--- config.mk ---
export PLATFORM = sky130hd
export DESIGN_NAME = pc_fetch_seq_flat
export DESIGN_NICKNAME = d
export VERILOG_FILES = /design/src/rtl/pc_fetch_seq_if.sv /design/src/rtl/pc_fetch_seq.sv /design/src/flat_wrapper.sv
export SDC_FILE = /design/constraint.sdc
export NUM_CORES = 1
export LEC_CHECK = 0
export CORE_ASPECT_RATIO = 0.5
export CORE_MARGIN = 1
export CORE_UTILIZATION = 23
export CTS_BUF_LIST = sky130_fd_sc_hd__clkbuf_8
export CTS_CLUSTER_DIAMETER = 30
export DETAILED_ROUTE_END_ITERATION = 8
export SKIP_CTS_REPAIR_TIMING = 1
export SLEW_MARGIN = 15
export SYNTH_ARGS = -nofsm -noshare
export SYNTH_HDL_FRONTEND = slang
export SYNTH_SLANG_ARGS = --single-unit
--- constraint.sdc ---
create_clock -name clk -period 2.8 [get_ports clk]
set_input_delay 0.42 -clock clk [delete_from_list [all_inputs] [get_ports clk]]
set_output_delay 0.42 -clock clk [all_outputs]
set_load 0.05 [all_outputs]
--- src/rtl/pc_fetch_seq_if.sv ---
// Bus bundle between pc_fetch_seq (master) and its environment: PC-update
// stage, instruction memory, and the status/valid outputs toward the core.
interface pc_fetch_seq_if;
  logic [63:0] pc_update;
  logic        upd_valid;
  logic        imem_req;
  logic [63:0] imem_addr;
  logic        imem_ack;
  logic [3:0]  imem_icode;
  logic        imem_err;
  logic [63:0] PC;
  logic        fetch_valid;
  logic        halted;
  logic [1:0]  stat;

  modport master (
    input  pc_update, upd_valid, imem_ack, imem_icode, imem_err,
    output imem_req, imem_addr, PC, fetch_valid, halted, stat
  );

  modport slave (
    output pc_update, upd_valid, imem_ack, imem_icode, imem_err,
    input  imem_req, imem_addr, PC, fetch_valid, halted, stat
  );
endinterface

--- src/rtl/pc_fetch_seq.sv ---
// Program-counter fetch sequencer: IDLE -> REQ -> WAIT loop with a terminal HALT.
// Optional retire counter enabled by defining PC_FETCH_RETIRE_CNT_EN.
module pc_fetch_seq #(
  parameter logic [63:0] RESET_PC = 64'h0
) (
  input  logic                  clk,
  input  logic                  rst,
  pc_fetch_seq_if.master        bus
`ifdef PC_FETCH_RETIRE_CNT_EN
  ,
  output logic [31:0]           retire_cnt
`endif
);

  typedef enum logic [1:0] {
    S_IDLE = 2'd0,
    S_REQ  = 2'd1,
    S_WAIT = 2'd2,
    S_HALT = 2'd3
  } state_e;

  typedef enum logic [1:0] {
    STAT_AOK = 2'd0,
    STAT_HLT = 2'd1,
    STAT_ADR = 2'd2,
    STAT_INS = 2'd3
  } stat_e;

  localparam logic [3:0] ICODE_HALT    = 4'h0;
  localparam logic [3:0] ICODE_MAX_LEG = 4'hB;

  state_e      state_q, state_d;
  stat_e       stat_q, stat_d;
  logic [63:0] pc_q, pc_d;
  logic        fetch_valid_q, fetch_valid_d;
  logic        upd_accept;

  assign upd_accept = (state_q == S_WAIT) && bus.upd_valid;

  // NOTE: every variable gets a default before the case so no path leaves it
  // unassigned; otherwise synthesis infers a latch.
  always_comb begin
    state_d       = state_q;
    stat_d        = stat_q;
    pc_d          = pc_q;
    fetch_valid_d = 1'b0;

    unique case (state_q)
      S_IDLE: state_d = S_REQ;

      S_REQ: begin
        if (bus.imem_ack) begin
          // Address error outranks any decode of the returned icode.
          if (bus.imem_err) begin
            state_d = S_HALT;
            stat_d  = STAT_ADR;
          end else if (bus.imem_icode == ICODE_HALT) begin
            state_d = S_HALT;
            stat_d  = STAT_HLT;
          end else if (bus.imem_icode > ICODE_MAX_LEG) begin
            state_d = S_HALT;
            stat_d  = STAT_INS;
          end else begin
            state_d       = S_WAIT;
            fetch_valid_d = 1'b1;
          end
        end
      end

      S_WAIT: begin
        if (upd_accept) begin
          pc_d    = bus.pc_update;
          state_d = S_REQ;
        end
      end

      S_HALT: state_d = S_HALT;

      default: state_d = S_IDLE;
    endcase
  end

  // NOTE: state registers use non-blocking assignments so all flops sample
  // their inputs simultaneously at the edge, independent of statement order.
  always_ff @(posedge clk) begin
    if (rst) begin
      state_q       <= S_IDLE;
      stat_q        <= STAT_AOK;
      pc_q          <= RESET_PC;
      fetch_valid_q <= 1'b0;
    end else begin
      state_q       <= state_d;
      stat_q        <= stat_d;
      pc_q          <= pc_d;
      fetch_valid_q <= fetch_valid_d;
    end
  end

  // Request is a pure decode of state, so it drops the edge after an ack or rst.
  assign bus.imem_req    = (state_q == S_REQ);
  assign bus.imem_addr   = pc_q;
  assign bus.PC          = pc_q;
  assign bus.fetch_valid = fetch_valid_q;
  assign bus.halted      = (state_q == S_HALT);
  assign bus.stat        = stat_q;

`ifdef PC_FETCH_RETIRE_CNT_EN
  logic [31:0] retire_cnt_q, retire_cnt_d;

  // Only accepted updates count; HALT never accepts, so the count freezes there.
  always_comb begin
    retire_cnt_d = retire_cnt_q;
    if (upd_accept) retire_cnt_d = retire_cnt_q + 32'd1;
  end

  always_ff @(posedge clk) begin
    if (rst) retire_cnt_q <= 32'd0;
    else     retire_cnt_q <= retire_cnt_d;
  end

  assign retire_cnt = retire_cnt_q;
`endif

endmodule

--- src/flat_wrapper.sv ---
// flat-port wrapper written by rule: the top's interface ports become plain ports
module pc_fetch_seq_flat 
#(
  parameter logic [63:0] RESET_PC = 64'h0
)
  (clk, rst, bus_pc_update, bus_upd_valid, bus_imem_ack, bus_imem_icode, bus_imem_err, bus_imem_req, bus_imem_addr, bus_PC, bus_fetch_valid, bus_halted, bus_stat);
  pc_fetch_seq_if bus_i ();
  input  logic clk;
  input  logic rst;
  input wire logic [$bits(bus_i.pc_update)-1:0] bus_pc_update;
  input wire logic [$bits(bus_i.upd_valid)-1:0] bus_upd_valid;
  input wire logic [$bits(bus_i.imem_ack)-1:0] bus_imem_ack;
  input wire logic [$bits(bus_i.imem_icode)-1:0] bus_imem_icode;
  input wire logic [$bits(bus_i.imem_err)-1:0] bus_imem_err;
  output wire logic [$bits(bus_i.imem_req)-1:0] bus_imem_req;
  output wire logic [$bits(bus_i.imem_addr)-1:0] bus_imem_addr;
  output wire logic [$bits(bus_i.PC)-1:0] bus_PC;
  output wire logic [$bits(bus_i.fetch_valid)-1:0] bus_fetch_valid;
  output wire logic [$bits(bus_i.halted)-1:0] bus_halted;
  output wire logic [$bits(bus_i.stat)-1:0] bus_stat;
  assign bus_i.pc_update = bus_pc_update;
  assign bus_i.upd_valid = bus_upd_valid;
  assign bus_i.imem_ack = bus_imem_ack;
  assign bus_i.imem_icode = bus_imem_icode;
  assign bus_i.imem_err = bus_imem_err;
  assign bus_imem_req = bus_i.imem_req;
  assign bus_imem_addr = bus_i.imem_addr;
  assign bus_PC = bus_i.PC;
  assign bus_fetch_valid = bus_i.fetch_valid;
  assign bus_halted = bus_i.halted;
  assign bus_stat = bus_i.stat;
  pc_fetch_seq #(.RESET_PC(RESET_PC)) u_core (.clk(clk), .rst(rst), .bus(bus_i));
endmodule
* After elaboration in Yosys (flattened, before gate mapping) *
Index checks and enable logic that the tools add are counted.
W data, S select, Z words.

word-level totals
  memories = 0
  word-level logic and storage cells = 30
  bits of input ports = 73
  latch bits = 0
  bits in registers = 69
  memory bits (writable) = 0
  memory bits (read-only) = 0

operators by class
  shift operators = 0
  multiply operators = 0
  bitwise logic cells = 2
  order comparisons = 1
  reduce and logical (&&, ||, !) cells = 8
  eq/ne operators = 5
  mux-type cells = 10
  divide/modulo/power cells = 0
  add/subtract/negate cells = 0

operators by type and width
  cell                  count
  $mux W2               7
  $pmux W2 S4           1
  $reduce_or A5 Y1      1
  $eq A2 B2 Y1 const B  2
  $gt A4 B4 Y1 const B  1
  $logic_not A4 Y1      1
  $reduce_and A2 Y1     2
  $reduce_and A3 Y1     1
  $reduce_bool A3 Y1    1
  $eq A2 B1 Y1 const B  1
  $logic_not A2 Y1      1
  $mux W1               2
  $ne A2 B1 Y1 const B  1
  $ne A2 B2 Y1 const B  1
  $not A1 Y1            2
  $logic_and A1 B1 Y1   1

* Logic depth before layout (Yosys ltp) *
  depth in word-level cells = 6
  gate-level depth with buffers = 5

* Worst setup path before layout *
No wires, ideal clock.

  kind = register to output
  start = register u_core.pc_q[0] (netlist: u_core.bus.PC[0])
  end = output bus_imem_addr[0]
  arrival = 0.913 ns
  required time = 2.380 ns
  cell stages (with the launch flop) = 2
  setup slack = 1.467 ns
  buffers on the path = 1
  cell sequence = dfxtp_1 -> buf_4

RTL lines
  element                 line                RTL
  start, declared         pc_fetch_seq.sv:34  logic [63:0] pc_q, pc_d;
  start signal, assigned  pc_fetch_seq.sv:94  pc_q <= pc_d;
  end, declared           flat_wrapper.sv:16  output wire logic [$bits(bus_i.imem_addr)-1:0] bus_imem_addr;

No word-level cell between the ends.

* Worst setup path after layout *
  start = register u_core.state_q[0]
  end = output bus_imem_req

on the way
  longest elaborated chain between the ends = 1

RTL lines
  element                 line                 RTL
  start, declared         pc_fetch_seq.sv:32   state_e state_q, state_d;
  start signal, assigned  pc_fetch_seq.sv:92   state_q <= state_d;
  $eq A2 B1 Y1            pc_fetch_seq.sv:100  assign bus.imem_req = (state_q == S_REQ);
  end, declared           flat_wrapper.sv:15   output wire logic [$bits(bus_i.imem_req)-1:0] bus_imem_req;

No other way between the ends.

==> results.json <==
{
  "status": "finished, violations left",
  "failed_checks": "DRC",
  "cts_tree": "done",
  "pin_count_of_the_biggest_net_entering_global_routing": 70,
  "finish.net_count": 576,
  "antenna_found_initial": 0,
  "achievable_frequency_mhz": 466,
  "placed_area_um2": 4750,
  "crit_path_end_kind": "primary output",
  "max_cap_viol_count": 0,
  "routed_length_on_met1_um": 3640,
  "first_global_vias": 2372,
  "pwr_density_cell_nw_per_um2": 436,
  "postRouteWirelength_um": 9020,
  "crit-reg2reg-capture": "u_core.bus.PC[3]",
  "arrival_ns": 1.73,
  "number_of_hold_violations_in_the_final_report": 0,
  "grt_overflow_total": 0,
  "crit-reg2reg-launch": "u_core.state_q[1]",
  "drt-vias-per-instance": 3.94,
  "hpwl_um": 6670,
  "hold_path.startpoint": "u_core.bus.PC[10]",
  "floorplan.rows": 29,
  "critPathKind": "reg -> out",
  "crit_path_max_fanout": 8,
  "portBuffers": 205,
  "ff2ff_path_depth": 4,
  "antenna_cells": 0,
  "root_buffer_cell": "sky130_fd_sc_hd__clkbuf_8",
  "avgSynthCellArea_um2": 8.42,
  "hold_path.class": "reg -> reg",
  "worst_ir_drop_vdd_uv": 172,
  "core_box_area_um2": 12900,
  "met2_wl_post_dr_um": 4950,
  "synthesis.nets": 442,
  "fin_tns_setup_ns": 0,
  "finalNonFillerCells": 678,
  "worst_clock_skew_ns": 0.00483,
  "routed-wl-met3_um": 349,
  "clk_transition_reported_paths_ns": 0.07,
  "topRoutingLayerUsed": "met4",
  "synth_largest_area_cell": "sky130_fd_sc_hd__dfxtp_1",
  "cellLeakagePower_uw": 0.00163,
  "htreeDepth": 3,
  "synthToLayoutAreaGrowth_pct": 58.6,
  "holdPathStages": 2,
  "worst_hold_path.endpoint": "u_core.bus.PC[10]",
  "layout.cells.most_common_list": "sky130_fd_sc_hd__clkdlybuf4s50_1 (204), sky130_fd_sc_hd__nand2_1 (129), sky130_fd_sc_hd__dfxtp_1 (69), sky130_fd_sc_hd__a21oi_1 (46), sky130_fd_sc_hd__a21oi_2 (20)",
  "layout.cells.most_common": "sky130_fd_sc_hd__clkdlybuf4s50_1",
  "numPlacedInstances": 662,
  "tritoncts.num_buffers": 9,
  "crit_required_ns": 2.38,
  "gp_routability_congestion": 0.747,
  "die_w_um": 166,
  "detailedRoute.firstPassIterationCount": 8,
  "grt_setup_unrepaired": "no",
  "max_slew.worst_pin.slew_ns": 0.539,
  "wire_length_of_the_first_global_routing_pass_um": 13500,
  "synth_seq_cells": 69,
  "final.min_clock_period_ns": 2.15,
  "chipHeight_um": 84.2,
  "finish.utilization_pct": 38.1,
  "globalRouteTotalUtil_pct": 12.7,
  "slew_violations": 0,
  "finalSetupViolCount": 0,
  "regToRegSetupSlack_ns": 1.29,
  "worst_hold_slack_ns": 0.470,
  "drive_gt1_share_pct": 8.46,
  "detail_route.iter0.violations": 129,
  "dieArea_um2": 14000,
  "drc_errors": 5,
  "synthesis.instances": 369,
  "clkLatencyLatePin_ns": 0.35,
  "finalCritPeriodShare_pct": 76.7,
  "synth.cell_area_um2": 3110,
  "cts_buffer_depth": 2,
  "max-slew-margin-rel_pct": 64.0,
  "critical_path.startpoint_type": "register",
  "synth_area_leaders": "sky130_fd_sc_hd__dfxtp_1 (44%), sky130_fd_sc_hd__buf_4 (17%), sky130_fd_sc_hd__nand2_1 (16%)",
  "route.vias.total": 2668,
  "postLayoutCellArea_um2": 4920,
  "num_io_pins": 206,
  "seq_area_frac_synth_pct": 44.5,
  "cts.sink_count": 69,
  "netlist-cell-type-count": 25,
  "avgRoutedWirePerCell_um": 13.3,
  "synth_warnings": 0,
  "initial_core_utilization_pct": 24.0,
  "yosys.area.top_type_share_pct": 44.5,
  "remaining_antenna_violation_count_after_routing": 0
}
[worst max path at each step]
stage	start	to	cells past startpoint
3_3_place_gp	bus_upd_valid	u_core.bus.PC[3]	5
3_5_place_dp	bus_upd_valid	u_core.bus.PC[3]	5
6_report	u_core.state_q[0]	bus_imem_req	2
4_1_cts	u_core.state_q[0]	bus_imem_req	2
2_1_floorplan	u_core.bus.PC[0]	bus_imem_addr[0]	1
5_1_grt	u_core.state_q[0]	bus_imem_req	2
[stage by stage]
step           power [µW]  setup WS [ns]
6_report             2150          0.653
4_1_cts              2180          0.618
3_5_place_dp         1460          0.748
5_1_grt              2250          0.556
2_1_floorplan        1290           1.47
3_3_place_gp         1450          0.788
[metal layers]
| layer | vias up | GRT usage (%) |
|---|---|---|
| li1 | 1379 | - |
| met1 | 1239 | 14.2 |
| met2 | 42 | 23.0 |
| met3 | 8 | 4.43 |
| met4 | 0 | 3.28 |
| met5 | - | 0 |
[state kept, by name (all words and copies together), names as in the netlist]
signal                  cells
u_core.bus.fetch_valid      1
u_core.state_q              2
u_core.bus.stat             2
u_core.bus.PC              64
[area by class of cell]
type | instances | area [µm²]
Timing Repair Buffer | 209 | 2100
Sequential cell | 69 | 1380
Inverter | 3 | 11.3
Clock inverter | 5 | 20.0
Tap cell | 170 | 213
Multi-Input combinational cell | 211 | 1050
Clock buffer | 11 | 151
Fill cell | 1335 | 7990
[power breakdown]
part	leakage [µW]	switching, µW	internal [µW]
logic	0.000964	229	179
registers	0.000558	19.1	1000
clock network	0.000104	360	356
[synthesized netlist by cell type]
cell type                  number
sky130_fd_sc_hd__and2b_1        1
sky130_fd_sc_hd__a21oi_1       46
sky130_fd_sc_hd__nand3b_1       1
sky130_fd_sc_hd__o21ai_2        1
sky130_fd_sc_hd__nor3_1         1
sky130_fd_sc_hd__inv_1          3
sky130_fd_sc_hd__clkbuf_1       5
sky130_fd_sc_hd__nand2_1      129
sky130_fd_sc_hd__nor4_4         1
sky130_fd_sc_hd__buf_6          1
sky130_fd_sc_hd__buf_8          6
sky130_fd_sc_hd__o21ai_0        1
sky130_fd_sc_hd__buf_4         71
sky130_fd_sc_hd__a311oi_1       1
sky130_fd_sc_hd__a221oi_2       1
sky130_fd_sc_hd__a21oi_2       20
sky130_fd_sc_hd__nor3b_1        1
sky130_fd_sc_hd__nor2b_1        1
sky130_fd_sc_hd__dfxtp_1       69
sky130_fd_sc_hd__and3b_2        1
sky130_fd_sc_hd__a21o_1         1
sky130_fd_sc_hd__and2_1         2
sky130_fd_sc_hd__buf_2          3
sky130_fd_sc_hd__nor4b_4        1
sky130_fd_sc_hd__and3b_1        1
[kinds of logic after synthesis]
kind of cell	after synthesis	share of synthesized area [%]
buf+inv	89	21.9
compound gates	71	14.5
flops	69	44.5
simple gates	140	19.1
[critical path, stage by stage (launching register included)]
cell,delay [ns]
sky130_fd_sc_hd__dfxtp_1,0.41
sky130_fd_sc_hd__and2b_1,0.15
sky130_fd_sc_hd__clkdlybuf4s50_1,0.82
Power figures use the tool's default switching activity.
